===== src/rtl/program_loader_pkg.sv =====
// Shared definitions for the boot-time program loader.
//
// Contents:
//   loader_state_t  - loader FSM states
//   LEN_BYTES       - bytes in the length prefix of the stream
//   BYTES_PER_WORD  - bytes packed into one instruction word
//   WORD_W          - instruction word width in bits
//   BYTE_CNT_W      - width of the byte-within-word counter
//   is_stream_state - true in the states that consume stream bytes
package program_loader_pkg;

  typedef enum logic [2:0] {
    IDLE   = 3'd0,
    LEN_LO = 3'd1,
    LEN_HI = 3'd2,
    DATA   = 3'd3,
    WRITE  = 3'd4,
    DONE   = 3'd5,
    ERR    = 3'd6
  } loader_state_t;

  localparam int LEN_BYTES      = 2;
  localparam int BYTES_PER_WORD = 4;
  localparam int WORD_W         = BYTES_PER_WORD * 8;
  localparam int BYTE_CNT_W     = $clog2(BYTES_PER_WORD);

  // The stream side is only ready while the loader is collecting the length
  // prefix or instruction bytes; every other state leaves bytes untouched.
  function automatic logic is_stream_state(loader_state_t s);
    return (s == LEN_LO) || (s == LEN_HI) || (s == DATA);
  endfunction

endpackage


===== src/rtl/program_loader_if.sv =====
// Byte-stream handshake between a program source and the loader.
//
// Signals:
//   byte_in    - stream data byte (source -> loader)
//   byte_valid - byte_in holds a valid byte (source -> loader)
//   byte_ready - loader takes the byte this cycle (loader -> source)
// A byte transfers on a rising clock edge where byte_valid && byte_ready.
//
// Modports:
//   master - the byte source
//   slave  - the loader
interface program_loader_if;

  logic [7:0] byte_in;
  logic       byte_valid;
  logic       byte_ready;

  modport master (
    output byte_in,
    output byte_valid,
    input  byte_ready
  );

  modport slave (
    input  byte_in,
    input  byte_valid,
    output byte_ready
  );

endinterface


===== src/rtl/program_loader_byte_packer.sv =====
// Packs accepted stream bytes little-endian into instruction words.
//
// Ports:
//   clk         - clock, rising edge
//   reset       - asynchronous active-high reset
//   clear_i     - restart packing at byte 0 of a fresh word
//   accept_i    - byte_i is being accepted this cycle
//   byte_i      - incoming stream byte
//   word_o      - assembled word including the byte being accepted now
//   word_full_o - the byte accepted this cycle completes a word
module byte_packer
  import program_loader_pkg::*;
(
  input  logic              clk,
  input  logic              reset,
  input  logic              clear_i,
  input  logic              accept_i,
  input  logic [7:0]        byte_i,
  output logic [WORD_W-1:0] word_o,
  output logic              word_full_o
);

  localparam logic [BYTE_CNT_W-1:0] LAST_BYTE = BYTE_CNT_W'(BYTES_PER_WORD - 1);

  logic [BYTE_CNT_W-1:0] byte_cnt_q;
  logic [BYTE_CNT_W-1:0] byte_cnt_d;
  logic [WORD_W-1:0]     shift_q;
  logic [WORD_W-1:0]     shift_d;

  // Each new byte enters at the top and older bytes move down, so after a
  // full word the first byte of the word sits in bits [7:0]. The word is
  // exposed with the current byte already merged in, which lets the parent
  // capture a complete word on the same edge its last byte arrives.
  assign word_o      = {byte_i, shift_q[WORD_W-1:8]};
  assign word_full_o = accept_i && (byte_cnt_q == LAST_BYTE);

  always_comb begin
    byte_cnt_d = byte_cnt_q;
    shift_d    = shift_q;
    if (clear_i) begin
      byte_cnt_d = '0;
      shift_d    = '0;
    end else if (accept_i) begin
      // The counter wraps naturally back to 0 after the last byte of a word.
      byte_cnt_d = byte_cnt_q + BYTE_CNT_W'(1);
      shift_d    = word_o;
    end
  end

  always_ff @(posedge clk or posedge reset) begin
    if (reset) begin
      byte_cnt_q <= '0;
      shift_q    <= '0;
    end else begin
      byte_cnt_q <= byte_cnt_d;
      shift_q    <= shift_d;
    end
  end

endmodule


===== src/rtl/program_loader.sv =====
// Boot-time program loader. Receives a length-prefixed byte stream, packs it
// into 32-bit instructions, writes them into instruction memory and holds the
// core in reset until the whole program is resident.
//
// Stream format: 2-byte little-endian word count N, then 4*N bytes, each
// word little-endian.
//
// Ports:
//   clk        - clock, rising edge
//   reset      - asynchronous active-high reset
//   start      - one-cycle pulse starting a load (taken in IDLE/DONE/ERR)
//   strm       - byte stream handshake (slave side)
//   imem_we    - instruction memory write strobe, one cycle per word
//   imem_addr  - word-aligned byte address of the word being written
//   imem_wdata - instruction word being written
//   cpu_reset  - core reset, low only once a complete program is loaded
//   done       - program loaded and core released
//   error      - length prefix rejected
module program_loader
  import program_loader_pkg::*;
#(
  parameter int IMEM_WORDS = 64
)
(
  input  logic              clk,
  input  logic              reset,
  input  logic              start,
  program_loader_if.slave   strm,
  output logic              imem_we,
  output logic [63:0]       imem_addr,
  output logic [WORD_W-1:0] imem_wdata,
  output logic              cpu_reset,
  output logic              done,
  output logic              error
);

  localparam logic [15:0] MAX_WORDS = 16'(IMEM_WORDS);

  loader_state_t     state_q;
  loader_state_t     state_d;
  logic [15:0]       len_q;
  logic [15:0]       len_d;
  logic [15:0]       word_idx_q;
  logic [15:0]       word_idx_d;

  logic              byte_ready_q;
  logic              imem_we_q;
  logic [63:0]       imem_addr_q;
  logic [WORD_W-1:0] imem_wdata_q;
  logic              cpu_reset_q;
  logic              done_q;
  logic              error_q;

  logic              accept;
  logic              packer_clear;
  logic              packer_accept;
  logic [WORD_W-1:0] packed_word;
  logic              word_full;
  logic [15:0]       len_full;

  // byte_ready is a registered copy of "next state consumes bytes", so the
  // handshake is decided purely from registered state.
  assign accept        = strm.byte_valid && byte_ready_q;
  assign packer_accept = accept && (state_q == DATA);
  assign len_full      = {strm.byte_in, len_q[7:0]};

  byte_packer u_packer (
    .clk        (clk),
    .reset      (reset),
    .clear_i    (packer_clear),
    .accept_i   (packer_accept),
    .byte_i     (strm.byte_in),
    .word_o     (packed_word),
    .word_full_o(word_full)
  );

  // Loader FSM. A new load may only begin from a resting state; the word
  // index and the packer byte count are cleared whenever LEN_LO is entered.
  always_comb begin
    state_d      = state_q;
    len_d        = len_q;
    word_idx_d   = word_idx_q;
    packer_clear = 1'b0;
    case (state_q)
      IDLE, DONE, ERR: begin
        if (start) begin
          state_d      = LEN_LO;
          word_idx_d   = '0;
          packer_clear = 1'b1;
        end
      end
      LEN_LO: begin
        if (accept) begin
          len_d   = {8'h00, strm.byte_in};
          state_d = LEN_HI;
        end
      end
      LEN_HI: begin
        // The length is validated against memory capacity as its high byte
        // arrives, so an oversized or empty program never writes anything.
        if (accept) begin
          len_d = len_full;
          if ((len_full != 16'd0) && (len_full <= MAX_WORDS)) begin
            state_d = DATA;
          end else begin
            state_d = ERR;
          end
        end
      end
      DATA: begin
        if (word_full) begin
          state_d = WRITE;
        end
      end
      WRITE: begin
        if (word_idx_q == (len_q - 16'd1)) begin
          state_d = DONE;
        end else begin
          word_idx_d = word_idx_q + 16'd1;
          state_d    = DATA;
        end
      end
      default: begin
        state_d = IDLE;
      end
    endcase
  end

  always_ff @(posedge clk or posedge reset) begin
    if (reset) begin
      state_q    <= IDLE;
      len_q      <= '0;
      word_idx_q <= '0;
    end else begin
      state_q    <= state_d;
      len_q      <= len_d;
      word_idx_q <= word_idx_d;
    end
  end

  // Every output is registered from the next state, so each one reflects
  // the state the FSM occupies during that cycle. Address and data are
  // captured on the edge that completes a word and then held.
  always_ff @(posedge clk or posedge reset) begin
    if (reset) begin
      byte_ready_q <= 1'b0;
      imem_we_q    <= 1'b0;
      imem_addr_q  <= '0;
      imem_wdata_q <= '0;
      cpu_reset_q  <= 1'b1;
      done_q       <= 1'b0;
      error_q      <= 1'b0;
    end else begin
      byte_ready_q <= is_stream_state(state_d);
      imem_we_q    <= (state_d == WRITE);
      if ((state_q == DATA) && word_full) begin
        imem_addr_q  <= {46'd0, word_idx_q, 2'b00};
        imem_wdata_q <= packed_word;
      end
      cpu_reset_q  <= (state_d != DONE);
      done_q       <= (state_d == DONE);
      error_q      <= (state_d == ERR);
    end
  end

  assign strm.byte_ready = byte_ready_q;
  assign imem_we         = imem_we_q;
  assign imem_addr       = imem_addr_q;
  assign imem_wdata      = imem_wdata_q;
  assign cpu_reset       = cpu_reset_q;
  assign done            = done_q;
  assign error           = error_q;

endmodule

===== src/flat_wrapper.sv =====
// flat-port wrapper written by rule: the top's interface ports become plain ports
module program_loader_flat import program_loader_pkg::*;
#(
  parameter int IMEM_WORDS = 64
)
  (clk, reset, start, imem_we, imem_addr, imem_wdata, cpu_reset, done, error, strm_byte_in, strm_byte_valid, strm_byte_ready);
  program_loader_if strm_i ();
  input  logic clk;
  input  logic reset;
  input  logic start;
  output logic imem_we;
  output logic [63:0] imem_addr;
  output logic [WORD_W-1:0] imem_wdata;
  output logic cpu_reset;
  output logic done;
  output logic error;
  input wire logic [$bits(strm_i.byte_in)-1:0] strm_byte_in;
  input wire logic [$bits(strm_i.byte_valid)-1:0] strm_byte_valid;
  output wire logic [$bits(strm_i.byte_ready)-1:0] strm_byte_ready;
  assign strm_i.byte_in = strm_byte_in;
  assign strm_i.byte_valid = strm_byte_valid;
  assign strm_byte_ready = strm_i.byte_ready;
  program_loader #(.IMEM_WORDS(IMEM_WORDS)) u_core (.clk(clk), .reset(reset), .start(start), .strm(strm_i), .imem_we(imem_we), .imem_addr(imem_addr), .imem_wdata(imem_wdata), .cpu_reset(cpu_reset), .done(done), .error(error));
endmodule

===== config.mk =====
export PLATFORM = sky130hd
export DESIGN_NAME = program_loader_flat
export DESIGN_NICKNAME = d
export VERILOG_FILES = /design/src/rtl/program_loader_pkg.sv /design/src/rtl/program_loader_if.sv /design/src/rtl/program_loader_byte_packer.sv /design/src/rtl/program_loader.sv /design/src/flat_wrapper.sv
export SDC_FILE = /design/constraint.sdc
export NUM_CORES = 1
export LEC_CHECK = 0
export ABC_AREA = 0
export BUFFER_PORTS_ARGS = -buffer_cell sky130_fd_sc_hd__buf_2
export CORE_ASPECT_RATIO = 2
export CORE_MARGIN = 8
export CORE_UTILIZATION = 55
export CTS_BUF_LIST = sky130_fd_sc_hd__clkbuf_2 sky130_fd_sc_hd__clkbuf_4 sky130_fd_sc_hd__clkbuf_8
export CTS_CLUSTER_DIAMETER = 80
export DETAILED_ROUTE_END_ITERATION = 7
export GPL_TIMING_DRIVEN = 0
export PLACE_DENSITY_LB_ADDON = 0.12
export SETUP_SLACK_MARGIN = 0.3
export SKIP_CTS_REPAIR_TIMING = 1
export SLEW_MARGIN = 20
export SYNTH_ARGS = -nofsm -noshare
export SYNTH_HDL_FRONTEND = slang
export SYNTH_SLANG_ARGS = --single-unit

===== constraint.sdc =====
create_clock -name clk -period 9.05 [get_ports clk]
set_input_delay 0.4525 -clock clk [delete_from_list [all_inputs] [get_ports clk]]
set_output_delay 0.4525 -clock clk [all_outputs]
set_load 0.02 [all_outputs]

==> impl_metrics.py <==
metrics = {
    "drt": {
        "drt_iter0_drc": 215,
        "wl_met2_mm": 7.966,
        "highest_layer": "met4",
        "drt_wl_total_mm": 14.13,
        "wl_met3_um": 695,
        "vias_per_cell": 5.253,
        "wl_per_cell_um": 16.77,
        "num_vias": 4428,
        "antenna_left": 0,
        "drc": 0,
        "firstDrtPassIters": 4,
        "m1WireLength_mm": 4.836,
    },
    "setup_path": {
        "reg2reg_from": "u_core.len_q[3]$_DFFE_PP0P_",
        "startpoint": "u_core.len_q[3]$_DFFE_PP0P_",
        "cp_slowest_stage_delay_ns": 0.51,
        "crit_chain": "buf_2 -> nor4_4 -> nand3_1 -> mux2i_1 -> a211oi_1 -> and2b_1 -> a21bo_4 -> or4_1 -> a21oi_1",
        "cp.buffers_inverters": 1,
        "arrival_ns": 3.53,
        "required_ns": 9.40,
        "critPathKind": "reg2reg",
        "cp_slowest_cell": "nor4_4",
        "timing.critical_path.from_type": "flip-flop",
        "r2r_setup_slack_ns": 5.88,
        "cp_max_fo": 9,
        "cp_top_family": "simple AND/OR/NAND/NOR gates",
        "crit_path_end_kind": "flip-flop",
    },
    "sta": {
        "slew_viol_final": 0,
        "finalCritPeriodShare_pct": 35.07,
        "slew_headroom_pct": 52.43,
        "setup_tns_ns": 0,
        "hold_viol": 2,
        "final-setup-viol-count": 0,
        "fmax_ghz": 0.3151,
        "finalClockSkew_ns": 0.01269,
        "hold_slack_ns": -0.006919,
        "rsz0062_at_grt": "false",
        "min_period_ns": 3.174,
        "postLayoutSetupSlackWorst_ns": 5.876,
        "tightest_slew_ns": 0.7136,
    },
    "global_route": {
        "antenna_found_initial": 0,
        "overflow": 0,
        "grt_pass1_wl_mm": 22.67,
        "grt_pass1_vias": 4508,
        "grt_start_max_net_pins": 80,
        "grtUsageTotal_pct": 21.34,
    },
    "worst_hold_path": {
        "hold_path.class": "in2async",
    },
    "place": {
        "io_buffers": 64,
        "place_congestion": 0.8696,
        "post-dp-hpwl_mm": 10.81,
        "dp_slack_ns": 5.869,
    },
    "logic_synthesis": {
        "ys.flop_type": "dfrtp_1",
        "yosys.area.top_type": "dfrtp_1",
        "synth_edf_count": 0,
        "synth_warnings": 0,
        "postSynthAreaPerCell_um2": 10.01,
        "yosys.cell_types.count": 54,
        "synth.top_cell.area_share_pct": 50.09,
        "synth_cells": 564,
        "synthArstFlopShare_pct": 100.0,
        "ys_ff_latch": 114,
        "ys_top_cells_by_area": "dfrtp_1, mux2_2, nand2_1",
        "syn-cell-area_um2": 5645,
        "synth-seq-area-share_pct": 50.55,
    },
    "floorplanning": {
        "placementRows": 52,
        "die_w_um": 87.64,
        "start_util_pct": 55.98,
        "core_um2": 10080,
        "dieArea_um2": 13960,
        "die_height_um": 159.3,
        "io_pins": 113,
    },
    "final_layout": {
        "multi_input_area_um2": 2429,
        "drive_gt1_share_pct": 29.94,
        "utilization_pct": 66.71,
        "most-common-layout-cells": "dfrtp_1, nand2_1, buf_2",
        "regArea_um2": 2854,
        "final_common_cell": "dfrtp_1",
        "fin_nets": 710,
        "synthToLayoutAreaGrowth_pct": 19.17,
        "antenna_cells": 0,
        "fillers": 813,
    },
    "pwr": {
        "total_power_mw": 1.872,
        "p_leak_nw": 3.475,
        "p_per_area_nw_per_um2": 278.3,
        "ir_worst_vdd_uv": 178.7,
    },
    "cts": {
        "cts_tree": "yes",
        "clkSinkCount": 114,
        "cts-root-buf": "clkbuf_8",
        "cts_inserted_buffers": 17,
        "clk_latency_ns": 0.44,
        "h-tree-depth": 4,
        "clkTransAtPathRegs_ns": 0.07,
        "cts_buffer_depth": 2,
    },
    "run": {
        "drv_cap": 0,
    },
    "status": {
        "status": "finished, violations left",
        "violations": "hold timing",
    },
}
==> synthesized netlist by cell type, drive strengths merged (4+ instances only) <==
library cell and number:
nand2b 4, dfrtp 113, buf 59, o211ai 5
mux2 49, nand2 97, nand3 29, mux2i 5
xor2 6, nor3 11, a21oi 37, clkbuf 17
nor2 14, and2 5, or4 4, a31oi 4
xnor2 11, nand4 5, inv 17, o21ai 24
or3 8, nor4 4
==> where the power goes <==
| group | total, mW | switching (mW) | internal, mW |
|---|---|---|---|
| clock | 0.453 | 0.194 | 0.260 |
| sequential | 0.749 | 0.110 | 0.638 |
| combinational | 0.670 | 0.419 | 0.251 |
==> area by class of cell <==
class / count / share of cell area [%]
Sequential cell: 114 / 42.42
Multi-Input combinational cell: 404 / 36.10
Buffer: 76 / 7.067
Clock buffer: 26 / 4.854
Tap cell: 135 / 2.511
Clock inverter: 6 / 0.8555
Timing Repair Buffer: 65 / 5.170
Inverter: 17 / 1.023
==> metrics by stage <==
stage,area (µm²),cells
final,6728,843
after global routing,6728,843
after CTS,6728,843
after detailed placement,6344,811
after global placement,6311,810
after floorplan,5822,611
==> registers in the layout (all words and copies together), names as in the netlist, 2 cells and up <==
name	flops
u_core.imem_addr	16
u_core.imem_wdata	32
u_core.len_q	16
u_core.state_q	3
u_core.u_packer.byte_cnt_q	2
u_core.u_packer.shift_q	24
u_core.word_idx_q	16
==> layer usage <==
layer | track usage [%] | vias to the layer above
li1 | - | 2107
met1 | 20.23 | 2131
met2 | 40.01 | 151
met3 | 4.188 | 39
met4 | 12.00 | 0
met5 | 0 | -
==> final timing paths <==
check                                                     to  cells after the start
max reg2reg                u_core.word_idx_q[13]$_DFFE_PP0P_                      9
max                        u_core.word_idx_q[13]$_DFFE_PP0P_                      9
min reg2reg                  u_core.imem_addr[5]$_DFFE_PP0P_                      2
min in group clk                 u_core.len_q[0]$_DFFE_PP0P_                      3
min                        u_core.imem_wdata[22]$_DFFE_PP0P_                      2
max in group asynchronous  u_core.imem_wdata[31]$_DFFE_PP0P_                      3
==> cell families (layout without fill, tap and decap cells) <==
group | count (synthesis) | after routing | share of synthesized area, %
AND/OR/NAND/NOR | 197 | 197 | 16.93
flip-flops | 114 | 114 | 50.55
multiplexers | 54 | 54 | 10.66
adder cells (fa/ha/maj) | 3 | 3 | 0.6650
buffers and inverters | 93 | 190 | 9.552
other | 1 | 48 | 0.06643
AO/OA/AOI/OAI | 85 | 85 | 8.932
XOR/XNOR | 17 | 17 | 2.637
(Power assumes the default switching activity.)
